**config.mk**
```make
export PLATFORM = sky130hd
export DESIGN_NAME = gshare_btb_predictor
export DESIGN_NICKNAME = d
export VERILOG_FILES = /design/src/rtl/gshare_btb_predictor_pkg.sv /design/src/rtl/gshare_btb_predictor_sat_counter_bank.sv /design/src/rtl/gshare_btb_predictor.sv
export SDC_FILE = /design/constraint.sdc
export NUM_CORES = 2
export LEC_CHECK = 0
export ABC_AREA = 1
export CAP_MARGIN = 40
export CORE_MARGIN = 5
export CORE_UTILIZATION = 55
export CTS_CLUSTER_SIZE = 28
export DETAILED_ROUTE_END_ITERATION = 10
export HOLD_SLACK_MARGIN = 0.05
export PLACE_DENSITY = 0.74
export SLEW_MARGIN = 20
export SYNTH_ARGS = -nofsm -noshare
export SYNTH_HDL_FRONTEND = slang
export SYNTH_SLANG_ARGS = --single-unit
```
**constraint.sdc**
```tcl
create_clock -name clk -period 65.3 [get_ports clk]
set_input_delay 9.795 -clock clk [delete_from_list [all_inputs] [get_ports clk]]
set_output_delay 9.795 -clock clk [all_outputs]
set_load 0.02 [all_outputs]
```
**src/rtl/gshare_btb_predictor_pkg.sv**
```systemverilog
// gshare_btb_predictor_pkg: shared geometry defaults, BTB entry layout and counter helpers
package gshare_btb_predictor_pkg;
  localparam int DEF_PC_WIDTH     = 32;
  localparam int DEF_BTB_IDX_BITS = 5;
  localparam int DEF_PHT_IDX_BITS = 6;
  localparam int DEF_GHR_BITS     = 5;
  localparam int DEF_CTR_BITS     = 2;
  localparam int DEF_TAG_BITS     = DEF_PC_WIDTH - DEF_BTB_IDX_BITS - 2;
  typedef struct packed {
    logic                      valid;
    logic [DEF_TAG_BITS-1:0]   tag;
    logic [DEF_PC_WIDTH-1:0]   target;
    logic                      is_jump;
  } btb_entry_t;
  function automatic int tag_bits(input int pc_w, input int idx_bits);
    return pc_w - idx_bits - 2;
  endfunction
  function automatic logic [31:0] ctr_reset(input int ctr_bits);
    return (32'd1 << (ctr_bits - 1)) - 32'd1;
  endfunction
endpackage

```
**src/rtl/gshare_btb_predictor_sat_counter_bank.sv**
```systemverilog
// gshare_sat_counter_bank: PHT array of saturating counters with async reset to weakly not-taken
module gshare_sat_counter_bank
  import gshare_btb_predictor_pkg::*;
#(
  parameter int IDX_BITS = DEF_PHT_IDX_BITS,
  parameter int CTR_BITS = DEF_CTR_BITS
) (
  input  logic                clk,
  input  logic                rst_i,
  input  logic [IDX_BITS-1:0] rd_idx_i,
  output logic                rd_msb_o,
  input  logic                wr_en_i,
  input  logic [IDX_BITS-1:0] wr_idx_i,
  input  logic                wr_inc_i
);
  localparam logic [CTR_BITS-1:0] CTR_RST = CTR_BITS'(ctr_reset(CTR_BITS));
  localparam logic [CTR_BITS-1:0] CTR_MAX = '1;
  logic [CTR_BITS-1:0] ctr_q [2**IDX_BITS];
  logic [CTR_BITS-1:0] cur, ctr_d;
  assign cur      = ctr_q[wr_idx_i];
  assign rd_msb_o = ctr_q[rd_idx_i][CTR_BITS-1];
  // saturating step of the counter being trained
  always_comb begin
    ctr_d = wr_inc_i ? ((cur == CTR_MAX) ? cur : cur + CTR_BITS'(1))
                     : ((cur == '0) ? cur : cur - CTR_BITS'(1));
  end
  // counter storage; reads see pre-edge contents
  always_ff @(posedge clk or posedge rst_i) begin
    if (rst_i) for (int i = 0; i < 2**IDX_BITS; i++) ctr_q[i] <= CTR_RST;
    else if (wr_en_i) ctr_q[wr_idx_i] <= ctr_d;
  end
endmodule

```
**src/rtl/gshare_btb_predictor.sv**
```systemverilog
// gshare_btb_predictor: gshare + tagged BTB next-PC predictor; GSHARE_PRED_STATS_EN adds event counters
module gshare_btb_predictor
  import gshare_btb_predictor_pkg::*;
#(
  parameter int PC_WIDTH     = DEF_PC_WIDTH,
  parameter int BTB_IDX_BITS = DEF_BTB_IDX_BITS,
  parameter int PHT_IDX_BITS = DEF_PHT_IDX_BITS,
  parameter int GHR_BITS     = DEF_GHR_BITS,
  parameter int CTR_BITS     = DEF_CTR_BITS
) (
  input  logic                clk,
  input  logic                reset,
  input  logic                lookup_valid,
  input  logic [PC_WIDTH-1:0] lookup_pc,
  output logic [PC_WIDTH-1:0] pred_next_pc,
  output logic                pred_taken,
  output logic [GHR_BITS-1:0] pred_ghr,
  input  logic                upd_valid,
  input  logic [PC_WIDTH-1:0] upd_pc,
  input  logic [GHR_BITS-1:0] upd_ghr,
  input  logic                upd_is_branch,
  input  logic                upd_is_jump,
  input  logic                upd_taken,
  input  logic [PC_WIDTH-1:0] upd_target,
  input  logic                upd_mispredict
`ifdef GSHARE_PRED_STATS_EN
  ,
  output logic [31:0]         stat_lookups,
  output logic [31:0]         stat_updates,
  output logic [31:0]         stat_mispredicts
`endif
);
  localparam int TAG_BITS = tag_bits(PC_WIDTH, BTB_IDX_BITS);
  typedef struct packed {
    logic                valid;
    logic [TAG_BITS-1:0] tag;
    logic [PC_WIDTH-1:0] target;
    logic                is_jump;
  } entry_t;
  entry_t                  btb_q [2**BTB_IDX_BITS];
  entry_t                  rd_e;
  logic [GHR_BITS-1:0]     ghr_q, ghr_d;
  logic [BTB_IDX_BITS-1:0] rd_idx, wr_idx;
  logic                    hit, ctr_msb, spec_shift, restore;
  logic                    unused_ok;
  assign unused_ok  = ^upd_pc[1:0];
  assign rd_idx     = lookup_pc[BTB_IDX_BITS+1:2];
  assign wr_idx     = upd_pc[BTB_IDX_BITS+1:2];
  assign rd_e       = btb_q[rd_idx];
  assign hit        = rd_e.valid && (rd_e.tag == lookup_pc[PC_WIDTH-1:BTB_IDX_BITS+2]);
  assign pred_ghr   = ghr_q;
  assign spec_shift = lookup_valid && hit && !rd_e.is_jump;
  assign restore    = upd_valid && upd_mispredict;
  // prediction and next-history selection; a mispredict restore beats speculation
  always_comb begin
    pred_taken   = hit && (rd_e.is_jump || ctr_msb);
    pred_next_pc = pred_taken ? rd_e.target : lookup_pc + PC_WIDTH'(4);
    ghr_d        = restore ? (upd_is_branch ? {upd_ghr[GHR_BITS-2:0], upd_taken} : upd_ghr)
                 : spec_shift ? {ghr_q[GHR_BITS-2:0], pred_taken} : ghr_q;
  end
  gshare_sat_counter_bank #(
    .IDX_BITS (PHT_IDX_BITS),
    .CTR_BITS (CTR_BITS)
  ) u_pht (
    .clk      (clk),
    .rst_i    (reset),
    .rd_idx_i (lookup_pc[PHT_IDX_BITS+1:2] ^ PHT_IDX_BITS'(ghr_q)),
    .rd_msb_o (ctr_msb),
    .wr_en_i  (upd_valid && upd_is_branch),
    .wr_idx_i (upd_pc[PHT_IDX_BITS+1:2] ^ PHT_IDX_BITS'(upd_ghr)),
    .wr_inc_i (upd_taken)
  );
  // BTB allocation on taken outcomes only; the new entry evicts whatever shared the slot
  always_ff @(posedge clk or posedge reset) begin
    if (reset) for (int i = 0; i < 2**BTB_IDX_BITS; i++) btb_q[i] <= '0;
    else if (upd_valid && upd_taken)
      btb_q[wr_idx] <= entry_t'{1'b1, upd_pc[PC_WIDTH-1:BTB_IDX_BITS+2], upd_target, upd_is_jump};
  end
  // global history register
  always_ff @(posedge clk or posedge reset) begin
    if (reset) ghr_q <= '0;
    else ghr_q <= ghr_d;
  end
  assert property (@(posedge clk) disable iff (reset) upd_valid |-> !(upd_is_branch && upd_is_jump));
`ifdef GSHARE_PRED_STATS_EN
  logic [31:0] stat_lookups_q, stat_updates_q, stat_mispredicts_q;
  assign stat_lookups     = stat_lookups_q;
  assign stat_updates     = stat_updates_q;
  assign stat_mispredicts = stat_mispredicts_q;
  // free-running wrapping event counters
  always_ff @(posedge clk or posedge reset) begin
    if (reset) begin
      stat_lookups_q     <= '0;
      stat_updates_q     <= '0;
      stat_mispredicts_q <= '0;
    end else begin
      stat_lookups_q     <= stat_lookups_q + 32'(lookup_valid);
      stat_updates_q     <= stat_updates_q + 32'(upd_valid);
      stat_mispredicts_q <= stat_mispredicts_q + 32'(restore);
    end
  end
`endif
endmodule

```
==> results.cfg <==
[outcome]
status = complete, no violations

[clock_network]
clock_latency_ps = 890
postCtsSetupBuffers = 0
htree_levels = 4
cts_root_buf = clkbuf_16
cts_made_buffers = 206
cts.clk_slew.worst_paths_ps = 60
cts_num_sinks = 2021
cts_resized = 0
cts_tree = yes
clk_path_buf_depth = 3
holdBufCountCts = 0

[job]
maxCapViolCount = 0

[critical_path]
cp_data_arrival_time_ps = 16240
slowest_stage = buf_4
crit_path_max_fanout = 217
cpPeakStageDelay_ps = 790
crit_type = primary input to primary output
worst-path-buf-inv = 7
required_ps = 55510
cp_common_cell = nand2_1
crit_family = buffers and inverters
path_cells = buf_8, inv_8, buf_12, buf_4, nand2_1, nand2_1, nand2_1, nand3_1, nand3_1, nand2_1, nand2_1, nand2_1, nand2_1, nor2_1, nand2_1, inv_1, nand3_1, nor2_1, nand2_2, buf_12, o21ai_0, clkdlybuf4s50_1
endpoint_kind = primary output
cp-start-kind = primary input

[final_layout]
synthToLayoutAreaGrowth_pct = 11.5
drive_above_1_share_pct = 5.95
final_area_um2 = 104000
final_nets = 11367

[sta]
maxSlewViolCount = 0
tns_ps = 0
worst_pin_slew_ps = 1130
relSlewSlack_pct = 24.9
clock_skew_ps = 66.6
rsz0062_at_grt = false
finalHoldViolCount = 0
clock.fmax_mhz = 38.4
finalCriticalPeriod_ps = 26040
finalSetupViolations = 0
period_share_pct = 39.9

[synthesis]
syn_nets = 11793
ys_ff_latch = 2021
yosys.area_share.simple_pct = 21.6
synthArstFlopShare_pct = 100
muxShareOfSynthArea_pct = 0
netlist_instances = 11683
synth_edf_count = 0
yosysMostFrequentCell = nand2_1
yosys.area_share.adder_pct = 0.0134
yosysTopAreaCellShare_pct = 52.6
synth_flop_cell = dfrtp_1
synth_commonest_cells = nand2_1 (3,411), o21ai_0 (2,608), dfrtp_1 (1,957)
ys_top_cells_by_area = dfrtp_1 (53%), o21ai_0 (14%), nand2_1 (14%)
synth_top_family_by_area = simple AND/OR/NAND/NOR gates
synth_area_um2 = 93100
synth_seq_area_share_pct = 54.4
synth_top_cell_by_area = dfrtp_1
synth.distinct_cells = 45
ys_warn_count = 0
syn_area_per_cell_um2 = 7.97
synth_compound_area_share_pct = 17.9
synth_xor_area_share_pct = 0.337

[power]
seqPwrFrac_pct = 48.1
pwr-share-comb_pct = 13.0
p_sw_w = 0.000862
cellPowerDensity_nw_per_um2 = 29.9
vdd_drop_max_v = 0.0000296
p_int_w = 0.00224
pwr-share-clk_pct = 38.9
p_sw_share_pct = 27.8
p_leak_nw = 48.4

[floorplan]
num_rows = 151
die-area_um2 = 178000
design.core.area_um2 = 169000
initial_core_util_pct = 55.1
fp.dieH_um = 421
io-pin-count = 147
die_width_um = 421

[routing]
final_antenna_net_count = 0
viasPerCell = 6.12
dr.first_iter.drc_count = 11518
drtPass1Iterations = 6
vias = 83528
wire_per_inst_um = 22.3
drc_errors = 0
totalWireLength_um = 304000

[grt]
grt_pass1_wl_um = 469000
track_usage_pct = 33.6
grt_max_degree = 218
grt_antenna_before_repair = 10
grt.overflow.total = 0
grt_pass1_vias = 79416

[place]
portBuffers = 144
gp_congestion = 0.923
dpl.hpwl_um = 170000
place_area_um2 = 95900

[hold_path]
hold_class = flop to flop
==> flip-flops by register name (all words and copies together), names as in the netlist <==
register / count
btb_q: 1888
pred_ghr: 5
u_pht.ctr_q: 128
==> layout make-up <==
type                            count  area [um2]
Inverter                          347        1340
Antenna cell                       11        27.5
Tap cell                         2218        2780
Sequential cell                  2021       50700
Timing Repair Buffer              363        4670
Clock buffer                      312        6140
Fill cell                       14266       65100
Clock inverter                     59         835
Multi-Input combinational cell   8318       37400
==> cell usage in the layout, fill, tap and decap left out, types with 7 or more instances in the layout <==
cell type        instances
nand2_1               3378
o21ai_0               2608
dfrtp_1               1957
nor2_1                1094
nand3_1                513
inv_1                  336
o22ai_1                218
clkbuf_16              207
clkdlybuf4s50_1        140
a21oi_1                114
buf_4                  108
dfstp_2                 64
clkbuf_8                59
buf_16                  54
a31oi_1                 49
nor3_1                  48
a221o_1                 47
clkbuf_1                47
o211ai_1                42
nand2_4                 32
buf_12                  32
o21ai_1                 29
xor2_1                  28
nand4_1                 27
clkinv_2                27
a22oi_1                 26
o221ai_1                17
buf_8                   16
diode_2                 11
buf_2                   11
bufinv_16               10
clkinv_16                7
==> power by group through the flow <==
| stage | logic, W | registers, W | clock network [W] |
|---|---|---|---|
| after floorplan | 0.000283 | 0.00151 | 0 |
| after global placement | 0.000372 | 0.00150 | 0 |
| final | 0.000404 | 0.00149 | 0.00121 |
| after global routing | 0.000458 | 0.00151 | 0.00127 |
| after detailed placement | 0.000392 | 0.00151 | 0 |
| after CTS | 0.000395 | 0.00149 | 0.00121 |
==> cells by family after synthesis <==
group	count (synthesis)
xor+xnor	35
simple gates	5126
compound gates	3156
buf+inv	1344
fa+ha+maj	1
flops	2021
==> per-layer routing <==
| metal | wire (um) | up-vias | GRT usage (%) |
|---|---|---|---|
| li1 | - | 37550 | - |
| met1 | 118000 | 40225 | 44.3 |
| met2 | 136000 | 4767 | 52.3 |
| met3 | 31200 | 986 | 6.69 |
| met4 | 19500 | 0 | 19.0 |
| met5 | 0 | - | 0 |
==> final timing paths <==
| kind | startpoint | to | slack, ps | depth (start not counted) |
|---|---|---|---|---|
| setup / recovery | lookup_pc[2] | pred_next_pc[14] | 39260 | 22 |
| hold / removal | btb_q[1769] | btb_q[1769] | 450 | 2 |
| setup reg to reg | u_pht.ctr_q[125] | u_pht.ctr_q[102] | 62010 | 16 |
| hold reg to reg | btb_q[1769] | btb_q[1769] | 450 | 2 |
| max in group asynchronous | reset | btb_q[723] | 51690 | 13 |
| min in group asynchronous | reset | btb_q[401] | 9270 | 2 |
==> stage by stage <==
step | std cells | util (%) | power [W] | hold WS (ps) | setup WS, ps
floorplan | 11683 | - | 0.00179 | 419 | 27500
global placement | 13160 | 56.0 | 0.00187 | 430 | 38820
detailed placement | 13223 | 56.8 | 0.00190 | 435 | 39290
CTS | 13594 | 60.9 | 0.00310 | 452 | 39280
global route | 13646 | 61.5 | 0.00324 | 469 | 39020
finish | 13649 | 61.5 | 0.00311 | 451 | 39260
==> tightest hold or removal path: cells and delay by family (launching register included) <==
kind | cells | cell delay (ps)
and+or+nand+nor | 1 | 50
buffers and inverters | 1 | 40
DFF | 1 | 320
(Power assumes the default switching activity.)
